## src/rtl/ula_display_pkg.sv

```systemverilog
// Shared types, seven-segment codes and BCD helper for the ALU result display stage.
package ula_display_pkg;

  localparam int DISP_W = 6;

  typedef enum logic [1:0] {
    IDLE   = 2'd0,
    SHIFT  = 2'd1,
    UPDATE = 2'd2
  } disp_state_t;

  // Active-low segment patterns, bit6..bit0 = g..a
  localparam logic [6:0] SEG_BLANK = 7'h7F;
  localparam logic [6:0] SEG_MINUS = 7'h3F;
  localparam logic [6:0] SEG_E     = 7'h06;
  localparam logic [6:0] SEG_0     = 7'h40;
  localparam logic [6:0] SEG_1     = 7'h79;
  localparam logic [6:0] SEG_2     = 7'h24;
  localparam logic [6:0] SEG_3     = 7'h30;
  localparam logic [6:0] SEG_4     = 7'h19;
  localparam logic [6:0] SEG_5     = 7'h12;
  localparam logic [6:0] SEG_6     = 7'h02;
  localparam logic [6:0] SEG_7     = 7'h78;
  localparam logic [6:0] SEG_8     = 7'h00;
  localparam logic [6:0] SEG_9     = 7'h10;

  function automatic logic [3:0] add3_if_ge5(input logic [3:0] nib);
    if (nib >= 4'd5) begin
      add3_if_ge5 = nib + 4'd3;
    end else begin
      add3_if_ge5 = nib;
    end
  endfunction

endpackage

```

## src/rtl/ula_display_if.sv

```systemverilog
// Result/display bundle between the ALU side (master) and the display stage (slave).
interface ula_display_if
  import ula_display_pkg::*;
  #(parameter int W = DISP_W);

  logic         res_valid;
  logic [W-1:0] res;
  logic         res_zero;
  logic         res_ovf;
  logic         signed_mode;
  logic         busy;
  logic         done;
  logic [6:0]   HEX0;
  logic [6:0]   HEX1;
  logic [6:0]   HEX2;
  logic [6:0]   HEX3;
  logic         led_zero;
  logic         led_ovf;

  modport master (
    output res_valid, res, res_zero, res_ovf, signed_mode,
    input  busy, done, HEX0, HEX1, HEX2, HEX3, led_zero, led_ovf
  );

  modport slave (
    input  res_valid, res, res_zero, res_ovf, signed_mode,
    output busy, done, HEX0, HEX1, HEX2, HEX3, led_zero, led_ovf
  );

endinterface

```

## src/rtl/ula_display_hex7seg.sv

```systemverilog
// Combinational BCD digit to active-low seven-segment pattern, with forced blank.
module hex7seg
  import ula_display_pkg::*;
(
  input  logic [3:0] i_bcd,
  input  logic       i_blank,
  output logic [6:0] o_seg
);

  // Digit decode; non-BCD codes blank the digit
  always_comb begin
    o_seg = SEG_BLANK;
    if (i_blank) begin
      o_seg = SEG_BLANK;
    end else begin
      case (i_bcd)
        4'd0:    o_seg = SEG_0;
        4'd1:    o_seg = SEG_1;
        4'd2:    o_seg = SEG_2;
        4'd3:    o_seg = SEG_3;
        4'd4:    o_seg = SEG_4;
        4'd5:    o_seg = SEG_5;
        4'd6:    o_seg = SEG_6;
        4'd7:    o_seg = SEG_7;
        4'd8:    o_seg = SEG_8;
        4'd9:    o_seg = SEG_9;
        default: o_seg = SEG_BLANK;
      endcase
    end
  end

endmodule

```

## src/rtl/ula_display.sv

```systemverilog
// Captures one ALU result, converts its magnitude to two BCD digits by sequential
// double-dabble, then updates the four seven-segment digits and the flag LEDs.
module ula_display
  import ula_display_pkg::*;
  #(parameter int W = DISP_W)
(
  input  logic          CLOCK_50,
  input  logic          reset,
  ula_display_if.slave  bus
);

  localparam int CW = $clog2(W + 1);

  disp_state_t   r_state;
  disp_state_t   w_next;
  logic [CW-1:0] r_cnt;
  logic [W-1:0]  r_mag;
  logic [7:0]    r_bcd;
  logic          r_neg;
  logic          r_zero;
  logic          r_ovf;
  logic          r_done;
  logic          r_led_zero;
  logic          r_led_ovf;
  logic [6:0]    r_hex0;
  logic [6:0]    r_hex1;
  logic [6:0]    r_hex2;
  logic [6:0]    r_hex3;

  logic          w_accept;
  logic          w_neg;
  logic [W-1:0]  w_mag;
  logic [7:0]    w_bcd_adj;
  logic [6:0]    w_seg0;
  logic [6:0]    w_seg1;

  // Two's-complement negation is mod 2^W, so the most negative value maps to 2^(W-1)
  assign w_accept  = (r_state == IDLE) && bus.res_valid;
  assign w_neg     = bus.signed_mode & bus.res[W-1];
  assign w_mag     = w_neg ? (~bus.res + {{(W-1){1'b0}}, 1'b1}) : bus.res;
  assign w_bcd_adj = {add3_if_ge5(r_bcd[7:4]), add3_if_ge5(r_bcd[3:0])};

  hex7seg u_units (
    .i_bcd   (r_bcd[3:0]),
    .i_blank (1'b0),
    .o_seg   (w_seg0)
  );

  hex7seg u_tens (
    .i_bcd   (r_bcd[7:4]),
    .i_blank (r_bcd[7:4] == 4'd0),
    .o_seg   (w_seg1)
  );

  // State register
  always_ff @(posedge CLOCK_50 or negedge reset) begin
    if (!reset) begin
      r_state <= IDLE;
    end else begin
      r_state <= w_next;
    end
  end

  // Next-state logic
  always_comb begin
    w_next = r_state;
    case (r_state)
      IDLE: begin
        if (bus.res_valid) begin
          w_next = SHIFT;
        end else begin
          w_next = IDLE;
        end
      end
      SHIFT: begin
        if (r_cnt == CW'(1)) begin
          w_next = UPDATE;
        end else begin
          w_next = SHIFT;
        end
      end
      UPDATE:  w_next = IDLE;
      default: w_next = IDLE;
    endcase
  end

  // Capture, shift-add-3 datapath and display registers
  always_ff @(posedge CLOCK_50 or negedge reset) begin
    if (!reset) begin
      r_cnt      <= '0;
      r_mag      <= '0;
      r_bcd      <= 8'd0;
      r_neg      <= 1'b0;
      r_zero     <= 1'b0;
      r_ovf      <= 1'b0;
      r_done     <= 1'b0;
      r_led_zero <= 1'b0;
      r_led_ovf  <= 1'b0;
      r_hex0     <= SEG_BLANK;
      r_hex1     <= SEG_BLANK;
      r_hex2     <= SEG_BLANK;
      r_hex3     <= SEG_BLANK;
    end else begin
      r_done <= (r_state == UPDATE);
      case (r_state)
        IDLE: begin
          if (w_accept) begin
            r_neg  <= w_neg;
            r_zero <= bus.res_zero;
            r_ovf  <= bus.res_ovf;
            r_mag  <= w_mag;
            r_bcd  <= 8'd0;
            r_cnt  <= CW'(W);
          end
        end
        SHIFT: begin
          {r_bcd, r_mag} <= {w_bcd_adj[6:0], r_mag, 1'b0};
          r_cnt          <= r_cnt - CW'(1);
        end
        UPDATE: begin
          r_hex0     <= w_seg0;
          r_hex1     <= w_seg1;
          r_hex2     <= r_neg ? SEG_MINUS : SEG_BLANK;
          r_hex3     <= r_ovf ? SEG_E : SEG_BLANK;
          r_led_zero <= r_zero;
          r_led_ovf  <= r_ovf;
        end
        default: begin
          r_cnt <= '0;
        end
      endcase
    end
  end

  assign bus.busy     = (r_state != IDLE);
  assign bus.done     = r_done;
  assign bus.HEX0     = r_hex0;
  assign bus.HEX1     = r_hex1;
  assign bus.HEX2     = r_hex2;
  assign bus.HEX3     = r_hex3;
  assign bus.led_zero = r_led_zero;
  assign bus.led_ovf  = r_led_ovf;

endmodule

```

## src/flat_wrapper.sv

```systemverilog
// flat-port wrapper written by rule: the top's interface ports become plain ports
module ula_display_flat import ula_display_pkg::*;
#(parameter int W = DISP_W)
  (CLOCK_50, reset, bus_res_valid, bus_res, bus_res_zero, bus_res_ovf, bus_signed_mode, bus_busy, bus_done, bus_HEX0, bus_HEX1, bus_HEX2, bus_HEX3, bus_led_zero, bus_led_ovf);
  ula_display_if #(.W(W)) bus_i ();
  input  logic CLOCK_50;
  input  logic reset;
  input wire logic [$bits(bus_i.res_valid)-1:0] bus_res_valid;
  input wire logic [$bits(bus_i.res)-1:0] bus_res;
  input wire logic [$bits(bus_i.res_zero)-1:0] bus_res_zero;
  input wire logic [$bits(bus_i.res_ovf)-1:0] bus_res_ovf;
  input wire logic [$bits(bus_i.signed_mode)-1:0] bus_signed_mode;
  output wire logic [$bits(bus_i.busy)-1:0] bus_busy;
  output wire logic [$bits(bus_i.done)-1:0] bus_done;
  output wire logic [$bits(bus_i.HEX0)-1:0] bus_HEX0;
  output wire logic [$bits(bus_i.HEX1)-1:0] bus_HEX1;
  output wire logic [$bits(bus_i.HEX2)-1:0] bus_HEX2;
  output wire logic [$bits(bus_i.HEX3)-1:0] bus_HEX3;
  output wire logic [$bits(bus_i.led_zero)-1:0] bus_led_zero;
  output wire logic [$bits(bus_i.led_ovf)-1:0] bus_led_ovf;
  assign bus_i.res_valid = bus_res_valid;
  assign bus_i.res = bus_res;
  assign bus_i.res_zero = bus_res_zero;
  assign bus_i.res_ovf = bus_res_ovf;
  assign bus_i.signed_mode = bus_signed_mode;
  assign bus_busy = bus_i.busy;
  assign bus_done = bus_i.done;
  assign bus_HEX0 = bus_i.HEX0;
  assign bus_HEX1 = bus_i.HEX1;
  assign bus_HEX2 = bus_i.HEX2;
  assign bus_HEX3 = bus_i.HEX3;
  assign bus_led_zero = bus_i.led_zero;
  assign bus_led_ovf = bus_i.led_ovf;
  ula_display #(.W(W)) u_core (.CLOCK_50(CLOCK_50), .reset(reset), .bus(bus_i));
endmodule
```

## config.mk

```make
export PLATFORM = sky130hd
export DESIGN_NAME = ula_display_flat
export DESIGN_NICKNAME = d
export VERILOG_FILES = /design/src/rtl/ula_display_pkg.sv /design/src/rtl/ula_display_if.sv /design/src/rtl/ula_display_hex7seg.sv /design/src/rtl/ula_display.sv /design/src/flat_wrapper.sv
export SDC_FILE = /design/constraint.sdc
export NUM_CORES = 1
export LEC_CHECK = 0
export CAP_MARGIN = 40
export CELL_PAD_IN_SITES_DETAIL_PLACEMENT = 0
export CELL_PAD_IN_SITES_GLOBAL_PLACEMENT = 1
export CORE_ASPECT_RATIO = 0.75
export CORE_MARGIN = 8
export CORE_UTILIZATION = 36
export DETAILED_ROUTE_END_ITERATION = 6
export GPL_ROUTABILITY_DRIVEN = 0
export HOLD_SLACK_MARGIN = 0.12
export PLACE_DENSITY = 0.8
export SYNTH_ARGS = -nofsm -noshare
export SYNTH_HDL_FRONTEND = slang
export SYNTH_SLANG_ARGS = --single-unit
```

## constraint.sdc

```tcl
create_clock -name CLOCK_50 -period 1.95 [get_ports CLOCK_50]
set_input_delay 0.2925 -clock CLOCK_50 [delete_from_list [all_inputs] [get_ports CLOCK_50]]
set_output_delay 0.2925 -clock CLOCK_50 [all_outputs]
set_load 0.1 [all_outputs]
```

==> impl_results.md <==
- Top cells by area, synth: dfrtp_1, dfstp_2, ha_1
- Critical path class: flop to primary output
- Tcrit/Tclk final: between 80% and 90%
- Die Width: 108.0 um
- Worst path arrival time: 1370 ps
- Die height: 84.99 um
- Hold Violations, Final: 0
- Post-route DRC: 0
- Synth Flop Type: dfrtp_1
- Min Clock Period, post-route: 1665 ps
- Synth area leader: dfrtp_1
- Synth top area share: between 20 and 30%
- Critical Path End Type: primary output
- Post-route ant nets: 0
- Die area: 9178 sq um
- Inserted Diodes: 0
- Setup-failing EPs final: 0
- Initial antenna violation count: 0
- Rel. slew slack: 65.67%
- Worst-path clk slew: 70 ps
- Hold_buf cts: 1
- Status: completed
- TritonRoute pass-1 iters: 4
- Area grow syn2layout: 29.79%
- Clock latency at the later pin of the worst-skew pair: 290 ps
- Worst path cell trace: or2_2 -> buf_12
- Post-synth EDFFs: 0
- Hold crit path type: flop to flop
- Top-count cell post-synth: nand2_1
- Initial DRC count: 62
- Family with the most delay on the worst path: flip-flops
- Mapped Avg Cell Area: 9.363 sq um
- Row cnt: 25
- Postcts setup bufs: 0
- CP max FO: 13
- PortBufs: 35
- CP max stage cell: dfrtp_1
- R2r startpoint: u_core.r_bcd[0]
- Post-CTS sizing: 0
- Initial Util: between 30 and 40%
- CP Buf/Inv Count: 1
- Worst Hold Launch: u_core.r_neg
- Worst path max stage delay: about 530 ps
- Pin count of the biggest net entering global routing: 23
- Vias in the first global route: 1,702
- GRT Util Overall: between 10% and 20%
- Sequential area share after synthesis: 45.78%
- Clock skew: 10.58 ps
- Least-Margin Pin Slew: between 500 and 600 ps
- CTS tree: done
- Fin nets: 304
- CTS Buffer Depth: 2
- Yosys reg bits: 41
- Fin util: around 48%
- RSZ-0062 raised after global routing: no
- Total negative slack: 0 ps
- GRT overflow: 0
- Yosys warnings: 0
- Gate Count Post-Synth: between 200 and 250
- Cell area after synthesis: 2285 sq um
- Num CTS Buffers: 5
- Vias: approximately 1,700
- Critical Path Start Type: flop
- Sink Count: 41
- Post-synth ARST share: 100.0%
- Detailed Place HPWL: approximately 3.7 mm
- Post-route insts no fill: 360
- Vias per Instance: 4.769
- Max-cap viol count: 0
- Synth cell types: 43
- Hold slack: 426.7 ps
- Final WL: 4.739 mm
- Fmax: 0.6006 GHz
- Root Driver: clkbuf_8
- Share of cells above drive strength 1: 23.66%
- Ports: 44
- First-pass GRT wire length: 8.383 mm
- Worst Setup SP: u_core.r_state[0]
- WL/cell: approximately 13 um
- CORE AREA: 6225 sq um
- Max-slew violations: 0
- Commonest cells post-synth: nand2_1, dfrtp_1, dfstp_2, a21oi_1, buf_4
- Placed cells: 351
- CP required: approximately 1700 ps
- CTS H-Tree Depth: 2
[layout make-up]
type	count	area [sq um]
sequential	41	1046
tap	81	101.3
fill	606	3259
timing repair buffer	42	615.6
inverter	14	52.55
clock buffer	8	90.09
multi-input combinational	174	1060
[worst paths after layout]
kind                       cells after the start  slack (ps)                 end
min reg2reg                                    1         430  u_core.bus.HEX2[6]
min                                            1         430  u_core.bus.HEX2[6]
max                                            2         280            bus_busy
max reg2reg                                    6         340     u_core.r_bcd[1]
max in group asynchronous                      3         870  u_core.bus.HEX0[4]
min in group asynchronous                      2         520     u_core.r_bcd[6]
[kinds of logic after synthesis]
family                   after synthesis  share of synthesized area (%)
buffers and inverters                 36                          8.981
AO/OA/AOI/OAI                         66                          18.51
multiplexers                           2                         0.9857
adder cells (fa/ha/maj)               14                          7.667
XOR/XNOR                               5                          1.917
AND/OR/NAND/NOR                       79                          15.99
other                                  1                         0.1641
flip-flops                            41                          45.78
[metrics by stage]
stage	instance area, sq um	setup WS, ps
after detailed placement	2865	182.1
after global placement	2865	224.7
after global routing	2965	195.2
after CTS	2965	278.5
after floorplan	2311	400.3
final	2965	285.0
[layer usage]
layer | routed length (um) | vias up | track usage [%]
li1 | - | 893 | -
met1 | 2479 | 782 | 15.99
met2 | 1924 | 40 | 15.43
met3 | 316 | 2 | 3.407
met4 | 19 | 0 | 3.015
met5 | 0 | - | 0
[registers in the layout (all words and copies together), names as in the netlist]
register	flops
u_core.r_ovf	1
u_core.r_mag	6
u_core.r_cnt	3
u_core.r_bcd	8
u_core.bus.HEX1	7
u_core.bus.HEX0	7
u_core.bus.done	1
u_core.bus.led_ovf	1
u_core.r_zero	1
u_core.bus.HEX2	1
u_core.r_state	2
u_core.bus.HEX3	1
u_core.r_neg	1
u_core.bus.led_zero	1
[cell usage in the layout, fill, tap and decap left out, types with 3 or more instances in the layout]
cell             synthesis  final
nor2_1                  14     14
nand3_1                  3      3
clkdlybuf4s50_1          0     10
a21oi_1                 15     15
ha_1                    14     14
o22ai_1                  3      3
xnor2_1                  5      5
a211oi_1                 3      3
dfstp_2                 16     16
nor2b_1                  3      3
o21ai_1                 13     13
buf_4                   15      8
a22oi_1                  3      3
dfrtp_1                 25     25
o21ai_0                  5      5
inv_1                   10     10
clkbuf_8                 0      6
inv_2                    4      4
o31ai_1                  8      8
nand2_1                 39     39
conb_1                   1      8
nand2b_1                 7      7
o22a_1                   5      5
buf_12                   0     22
Power is not shown: default switching activity piles up to over one toggle a cycle in this logic, so the estimate is an artifact.
